File: src/rtl/bf_seq_pkg.sv
// Shared types and helpers for the Bit Fusion array sequencer: FSM state encoding,
// legal precision encodings and the array result-latency calculation.
package bf_seq_pkg;

   typedef enum logic [2:0] {
      ST_IDLE   = 3'd0,
      ST_LOAD_W = 3'd1,
      ST_STREAM = 3'd2,
      ST_DRAIN  = 3'd3,
      ST_DONE   = 3'd4
   } bf_seq_state_t;

   localparam logic [3:0] WIDTH_1 = 4'd1;
   localparam logic [3:0] WIDTH_2 = 4'd2;
   localparam logic [3:0] WIDTH_4 = 4'd4;
   localparam logic [3:0] WIDTH_8 = 4'd8;

   // Buffer read (1) + wrapper registers + skew across the array columns.
   function automatic int bf_seq_lat(input int array_size, input int pipe_lat);
      return 1 + pipe_lat + (array_size - 1);
   endfunction

   function automatic logic bf_width_legal(input logic [3:0] w);
      return (w == WIDTH_1) || (w == WIDTH_2) || (w == WIDTH_4) || (w == WIDTH_8);
   endfunction

endpackage

File: src/rtl/bf_valid_delay.sv
// Fixed-depth single-bit shift register; turns an input-buffer read strobe into the
// matching psum-valid strobe DEPTH cycles later.
module bf_valid_delay #(
   parameter int DEPTH = 10
) (
   input  logic clk,
   input  logic rst_n,
   input  logic d,
   output logic q
);

   logic [DEPTH-1:0] sr;

   always_ff @(posedge clk or negedge rst_n) begin
      if (!rst_n) begin
         sr <= '0;
      end else begin
         sr[0] <= d;
         for (int i = 1; i < DEPTH; i++) begin
            sr[i] <= sr[i-1];
         end
      end
   end

   assign q = sr[DEPTH-1];

endmodule

File: src/rtl/bf_array_sequencer.sv
// Sequences one systolic-array pass: weight tile load, input streaming, psum drain.
// Optional BF_SEQ_PERF_CNT_EN adds perf_cycles (accept-to-done cycle count).
module bf_array_sequencer
   import bf_seq_pkg::*;
#(
   parameter int ARRAY_SIZE = 8,
   parameter int ADDR_W     = 10,
   parameter int VEC_CNT_W  = 16,
   parameter int PIPE_LAT   = 2
) (
   input  logic                 clk,
   input  logic                 rst_n,
   input  logic                 cmd_valid,
   output logic                 cmd_ready,
   input  logic [3:0]           cmd_in_width,
   input  logic [3:0]           cmd_weight_width,
   input  logic                 cmd_s_in,
   input  logic                 cmd_s_weight,
   input  logic [VEC_CNT_W-1:0] cmd_num_vec,
   input  logic [ADDR_W-1:0]    cmd_w_base,
   input  logic [ADDR_W-1:0]    cmd_in_base,
   input  logic [ADDR_W-1:0]    cmd_out_base,
   output logic                 wbuf_rd_en,
   output logic [ADDR_W-1:0]    wbuf_rd_addr,
   output logic                 weight_load,
   output logic                 ibuf_rd_en,
   output logic [ADDR_W-1:0]    ibuf_rd_addr,
   output logic                 obuf_wr_en,
   output logic [ADDR_W-1:0]    obuf_wr_addr,
   output logic [3:0]           in_width,
   output logic [3:0]           weight_width,
   output logic                 s_in,
   output logic                 s_weight,
   output logic                 busy,
   output logic                 done,
`ifdef BF_SEQ_PERF_CNT_EN
   output logic [31:0]          perf_cycles,
`endif
   output logic [2:0]           state_dbg,
   output logic                 err
);

   localparam int LAT = bf_seq_lat(ARRAY_SIZE, PIPE_LAT);
   localparam logic [VEC_CNT_W-1:0] LAST_W = VEC_CNT_W'(ARRAY_SIZE - 1);

   bf_seq_state_t        state, state_next;
   logic [VEC_CNT_W-1:0] idx, wr_cnt, wr_cnt_next, num_vec_q;
   logic [ADDR_W-1:0]    w_base_q, in_base_q, out_base_q;
   logic                 accept, legal, idx_clr, idx_inc;

   // Command handshake: a command transfers on any cycle where cmd_valid and
   // cmd_ready are both high; cmd_ready is high only in IDLE and never depends
   // on cmd_valid, so a held command simply waits for the sequencer to go idle.
   assign accept      = cmd_valid && cmd_ready;
   assign legal       = bf_width_legal(cmd_in_width) && bf_width_legal(cmd_weight_width);
   assign wr_cnt_next = wr_cnt + VEC_CNT_W'(obuf_wr_en);
   assign state_dbg   = state;

   always_ff @(posedge clk or negedge rst_n) begin
      if (!rst_n) state <= ST_IDLE;
      else        state <= state_next;
   end

   always_comb begin
      state_next = state;
      cmd_ready  = 1'b0;
      wbuf_rd_en = 1'b0;
      ibuf_rd_en = 1'b0;
      busy       = 1'b1;
      done       = 1'b0;
      idx_clr    = 1'b0;
      idx_inc    = 1'b0;
      case (state)
         ST_IDLE: begin
            cmd_ready = 1'b1;
            busy      = 1'b0;
            if (accept && legal) state_next = ST_LOAD_W;
         end
         ST_LOAD_W: begin
            wbuf_rd_en = 1'b1;
            if (idx == LAST_W) begin
               idx_clr    = 1'b1;
               state_next = (num_vec_q == '0) ? ST_DRAIN : ST_STREAM;
            end else begin
               idx_inc = 1'b1;
            end
         end
         ST_STREAM: begin
            ibuf_rd_en = 1'b1;
            if (idx == num_vec_q - VEC_CNT_W'(1)) begin
               idx_clr    = 1'b1;
               state_next = ST_DRAIN;
            end else begin
               idx_inc = 1'b1;
            end
         end
         ST_DRAIN: begin
            // Looking at the count including this cycle's write lets done
            // follow the final write by exactly one cycle.
            if (wr_cnt_next == num_vec_q) state_next = ST_DONE;
         end
         ST_DONE: begin
            done       = 1'b1;
            state_next = ST_IDLE;
         end
         default: begin
            busy       = 1'b0;
            state_next = ST_IDLE;
         end
      endcase
   end

   always_ff @(posedge clk or negedge rst_n) begin
      if (!rst_n) begin
         idx          <= '0;
         wr_cnt       <= '0;
         num_vec_q    <= '0;
         w_base_q     <= '0;
         in_base_q    <= '0;
         out_base_q   <= '0;
         in_width     <= '0;
         weight_width <= '0;
         s_in         <= 1'b0;
         s_weight     <= 1'b0;
         weight_load  <= 1'b0;
         err          <= 1'b0;
      end else begin
         weight_load <= wbuf_rd_en;
         err         <= accept && !legal;
         if (accept && legal) begin
            idx          <= '0;
            wr_cnt       <= '0;
            num_vec_q    <= cmd_num_vec;
            w_base_q     <= cmd_w_base;
            in_base_q    <= cmd_in_base;
            out_base_q   <= cmd_out_base;
            in_width     <= cmd_in_width;
            weight_width <= cmd_weight_width;
            s_in         <= cmd_s_in;
            s_weight     <= cmd_s_weight;
         end else begin
            wr_cnt <= wr_cnt_next;
            if (idx_clr)      idx <= '0;
            else if (idx_inc) idx <= idx + VEC_CNT_W'(1);
         end
      end
   end

   assign wbuf_rd_addr = wbuf_rd_en ? w_base_q + ADDR_W'(idx) : '0;
   assign ibuf_rd_addr = ibuf_rd_en ? in_base_q + ADDR_W'(idx) : '0;
   assign obuf_wr_addr = obuf_wr_en ? out_base_q + ADDR_W'(wr_cnt) : '0;

   bf_valid_delay #(
      .DEPTH(LAT)
   ) u_valid_delay (
      .clk  (clk),
      .rst_n(rst_n),
      .d    (ibuf_rd_en),
      .q    (obuf_wr_en)
   );

`ifdef BF_SEQ_PERF_CNT_EN
   logic [31:0] run_cnt;

   // run_cnt already includes the accept cycle, so done adds only itself.
   always_ff @(posedge clk or negedge rst_n) begin
      if (!rst_n) begin
         run_cnt     <= '0;
         perf_cycles <= '0;
      end else begin
         if (accept && legal) run_cnt <= 32'd1;
         else if (busy)       run_cnt <= run_cnt + 32'd1;
         if (done) perf_cycles <= run_cnt + 32'd1;
      end
   end
`endif

endmodule
File: config.mk
export PLATFORM = sky130hd
export DESIGN_NAME = bf_array_sequencer
export DESIGN_NICKNAME = d
export VERILOG_FILES = /design/src/rtl/bf_seq_pkg.sv /design/src/rtl/bf_valid_delay.sv /design/src/rtl/bf_array_sequencer.sv
export SDC_FILE = /design/constraint.sdc
export NUM_CORES = 1
export LEC_CHECK = 0
export ABC_AREA = 1
export CAP_MARGIN = 20
export CORE_MARGIN = 2
export CORE_UTILIZATION = 49
export CTS_CLUSTER_DIAMETER = 150
export DETAILED_ROUTE_END_ITERATION = 7
export PLACE_DENSITY = 0.77
export RECOVER_POWER = 25
export SLEW_MARGIN = 25
export SYNTH_ARGS = -nofsm -noshare
export SYNTH_HDL_FRONTEND = slang
export SYNTH_HIERARCHICAL = 1
export SYNTH_SLANG_ARGS = --single-unit
export TNS_END_PERCENT = 5
File: constraint.sdc
create_clock -name clk -period 2.1 [get_ports clk]
set_clock_uncertainty 0.05 [all_clocks]
set_input_delay 0.21 -clock clk [delete_from_list [all_inputs] [get_ports clk]]
set_output_delay 0.21 -clock clk [all_outputs]
set_load 0.02 [all_outputs]
==> run_results.csv <==
group,metric,value,unit
synthesis,yosysTopAreaCellShare,37.6,%
cells_and_area,fin_nets,1317,
grt,grt.busiest_layer,"met2",
worst_setup_path,cp_data_required_time,1.84,ns
cells_and_area,final_core_util,70.7,%
cts,clock_path_buffers,2,
drt,postRouteAntennaNets,0,
placed_design,routabilityCongestion,0.936,
cells_and_area,final_cell_mix,"350 x nand2_1, 154 x buf_4, 101 x inv_1",
placed_design,port_buffers,109,
timing,slew_viol_final,0,
cts,numCtsBuffers,9,
die,die_y,122,um
cells_and_area,fin_area,9740,um2
worst_setup_path,arrival,2.47,ns
synthesis,synth-xor-area-share,4.82,%
cts,clkLatencyLatePin,0.37,ns
worst_setup_path,path_max_fanout,5,
timing,finalWorstSetupSlack,-0.629,ns
synthesis,synth_mux_area_share,0,%
placed_design,postPlaceCellArea,9260,um2
die,die_width,122,um
timing,max_freq,366,MHz
grt,grt_util_met1,34.7,%
cells_and_area,diodes,0,
synthesis,synthTopCellsByArea,"dfrtp_1 38%, nand2_1 20%, inv_1 5.8%, ha_1 5.7%, nor2_1 4.6%",
grt,antenna_found_initial,0,
run,cap_violations,0,
synthesis,syn_area,6850,um2
synthesis,synth-compound-area-share,8.40,%
power,ir_worst_vdd,0.462,mV
drt,wl,19600,um
drt,drt-pass1-iter-count,8,
synthesis,syn-num-nets,1075,
cells_and_area,final_common_cell,"nand2_1",
synthesis,ys_ff_latch,103,
grt,grt_use_met2,45.5,%
grt,grt_pass1_vias,7079,
synthesis,synthDistinctLibCells,37,
cts,htree_num_levels,3,
power,power.leakage,5.04,nW
timing,post-route-period-util,130,%
synthesis,yosysSeqAreaShare,37.6,%
min_path,hold_class,"reg -> reg",
timing,fin_crit,2.73,ns
synthesis,yosysWarnings,6,
outcome,violations,"setup timing",
synthesis,synthAdderAreaFrac,6.54,%
cts,cts_root_buf,"clkbuf_16",
drt,detail_route.iter0.violations,390,
cts,clkSinkCount,103,
synthesis,synth_cells,982,
worst_setup_path,end_kind,"primary output",
timing,worstMarginPinSlew,0.792,ns
placed_design,hpwl,14500,um
die,initial_core_util,49.7,%
timing,setup_viol,44,
cts,clk_pin_slew,0.08,ns
grt,use_met3,5.76,%
grt,grt_pass1_wl,32100,um
worst_setup_path,start_kind,"flip-flop",
worst_setup_path,crit_type,"reg -> out",
grt,grt_overflow,0,
die,core_region_area,13800,um2
drt,routed-via-count,7208,
die,rows,43,
drt,drc_errors,0,
synthesis,synth.avg_cell_area,6.98,um2
cells_and_area,drive_above_1_share,22.5,%
timing,rsz0062_at_grt,"yes",
die,die_area,14900,um2
cts,cts_tree,"yes",
grt,grt_max_degree,42,
timing,relSlewSlack,47.2,%
synthesis,synth_top_area_cell,"dfrtp_1",
drt,vias_per_cell,5.12,
grt,grtUsageTotal,27.2,%
cells_and_area,synthToLayoutAreaGrowth,42.1,%
synthesis,synth_top_family_by_area,"simple AND/OR/NAND/NOR gates",
synthesis,synth_simple_gate_area_share,34.9,%
die,pin_count,110,
drt,wl_per_cell,13.9,um
outcome,status,"finished, violations left",
timing,hold_viol,0,
power,power_density,407,nW/um2
area by class of cell:
cell class / count / area [um2]
flip-flops and latches: 103 / 2580
clock inverters: 7 / 98.8
inverters: 108 / 405
repair buffers: 257 / 2180
multi-input cells: 745 / 4030
fillers: 1142 / 4030
well taps: 180 / 225
clock buffers: 9 / 225
kinds of logic (layout without fill, tap and decap cells):
kind of cell,count (synthesis),count (layout)
buf+inv,134,381
compound gates,109,109
xor+xnor,36,36
flops,103,103
simple gates,566,566
fa+ha+maj,34,34
sequential cells by signal, summed over array words and instances, names as in the netlist:
register          flops
err                   1
idx                  16
in_base_q            10
in_width              4
num_vec_q            16
out_base_q           10
s_in                  1
s_weight              1
state_dbg             3
u_valid_delay/sr     10
w_base_q             10
weight_load           1
weight_width          4
wr_cnt               16
power by group:
group	internal (mW)	switching [mW]	leakage [nW]	total, mW
sequential	1.98	0	1.25	1.98
combinational	0.102	0.0643	3.63	0.166
clock	0.965	0.854	0.159	1.82
worst max-delay path, stage by stage, from the launching register on:
cell,delay (ns)
dfrtp_1,0.39
ha_1,0.38
a21oi_2,0.23
o21ai_1,0.11
a21oi_2,0.17
o21ai_1,0.10
a21oi_1,0.16
o21bai_1,0.10
nand2_1,0.07
nand2_1,0.06
nor2_2,0.09
clkdlybuf4s15_2,0.26
cells in the mapped netlist (all sizes together):
master	instances
nand2	364
inv	108
dfrtp	103
nor2	93
nand3	63
o21ai	53
a21oi	44
ha	31
nand4	26
xor2	24
clkbuf	14
nor3	14
buf	12
xnor2	11
fa	3
o21bai	3
nand3b	2
o211ai	2
o22ai	2
a211oi	1
and2	1
nor3b	1
nor4	1
o2111ai	1
o21a	1
o22a	1
o31ai	1
or2	1
xor3	1
final timing paths:
| check | start | cells past startpoint | slack [ns] | endpoint |
|---|---|---|---|---|
| worst max-delay path | idx[2] | 11 | -0.63 | ibuf_rd_addr[9] |
| worst min-delay path | u_valid_delay/sr[1] | 0 | 0.30 | u_valid_delay/sr[2] |
| worst max register to register | state_dbg[1] | 10 | -0.26 | idx[10] |
| worst min register to register | u_valid_delay/sr[1] | 0 | 0.30 | u_valid_delay/sr[2] |
| max in group asynchronous | rst_n | 3 | 0.49 | out_base_q[8] |
| min in group asynchronous | rst_n | 2 | 0.41 | idx[9] |
metal layers:
layer	vias up	wire length, um
met5	-	0
met3	35	1190
li1	3619	-
met2	228	9320
met1	3326	8710
met4	0	403
through the flow:
step                worst slack [ns]  cells  total power, mW  hold slack [ns]  TNS, ns
global placement              -0.599   1387             2.19            0.126    -8.42
detailed placement            -0.645   1387             2.19            0.125    -9.88
global route                  -0.742   1409             4.08            0.314   -16.68
CTS                           -0.556   1407             4.00            0.287    -6.62
finish                        -0.629   1409             3.97            0.301   -10.55
floorplan                    -0.0619    982             2.03           -0.136   -0.287
repair_timing:
action | in CTS | in global routing
setup buffers | 3 | 2
gates resized for setup | 167 | 30
hold buffers | 1 | 0
pin swaps | 13 | 11
setup endpoints to repair | 49 | 49
hold endpoints to repair | 26 | 0
Note: power is estimated with default switching activity, not from simulation.
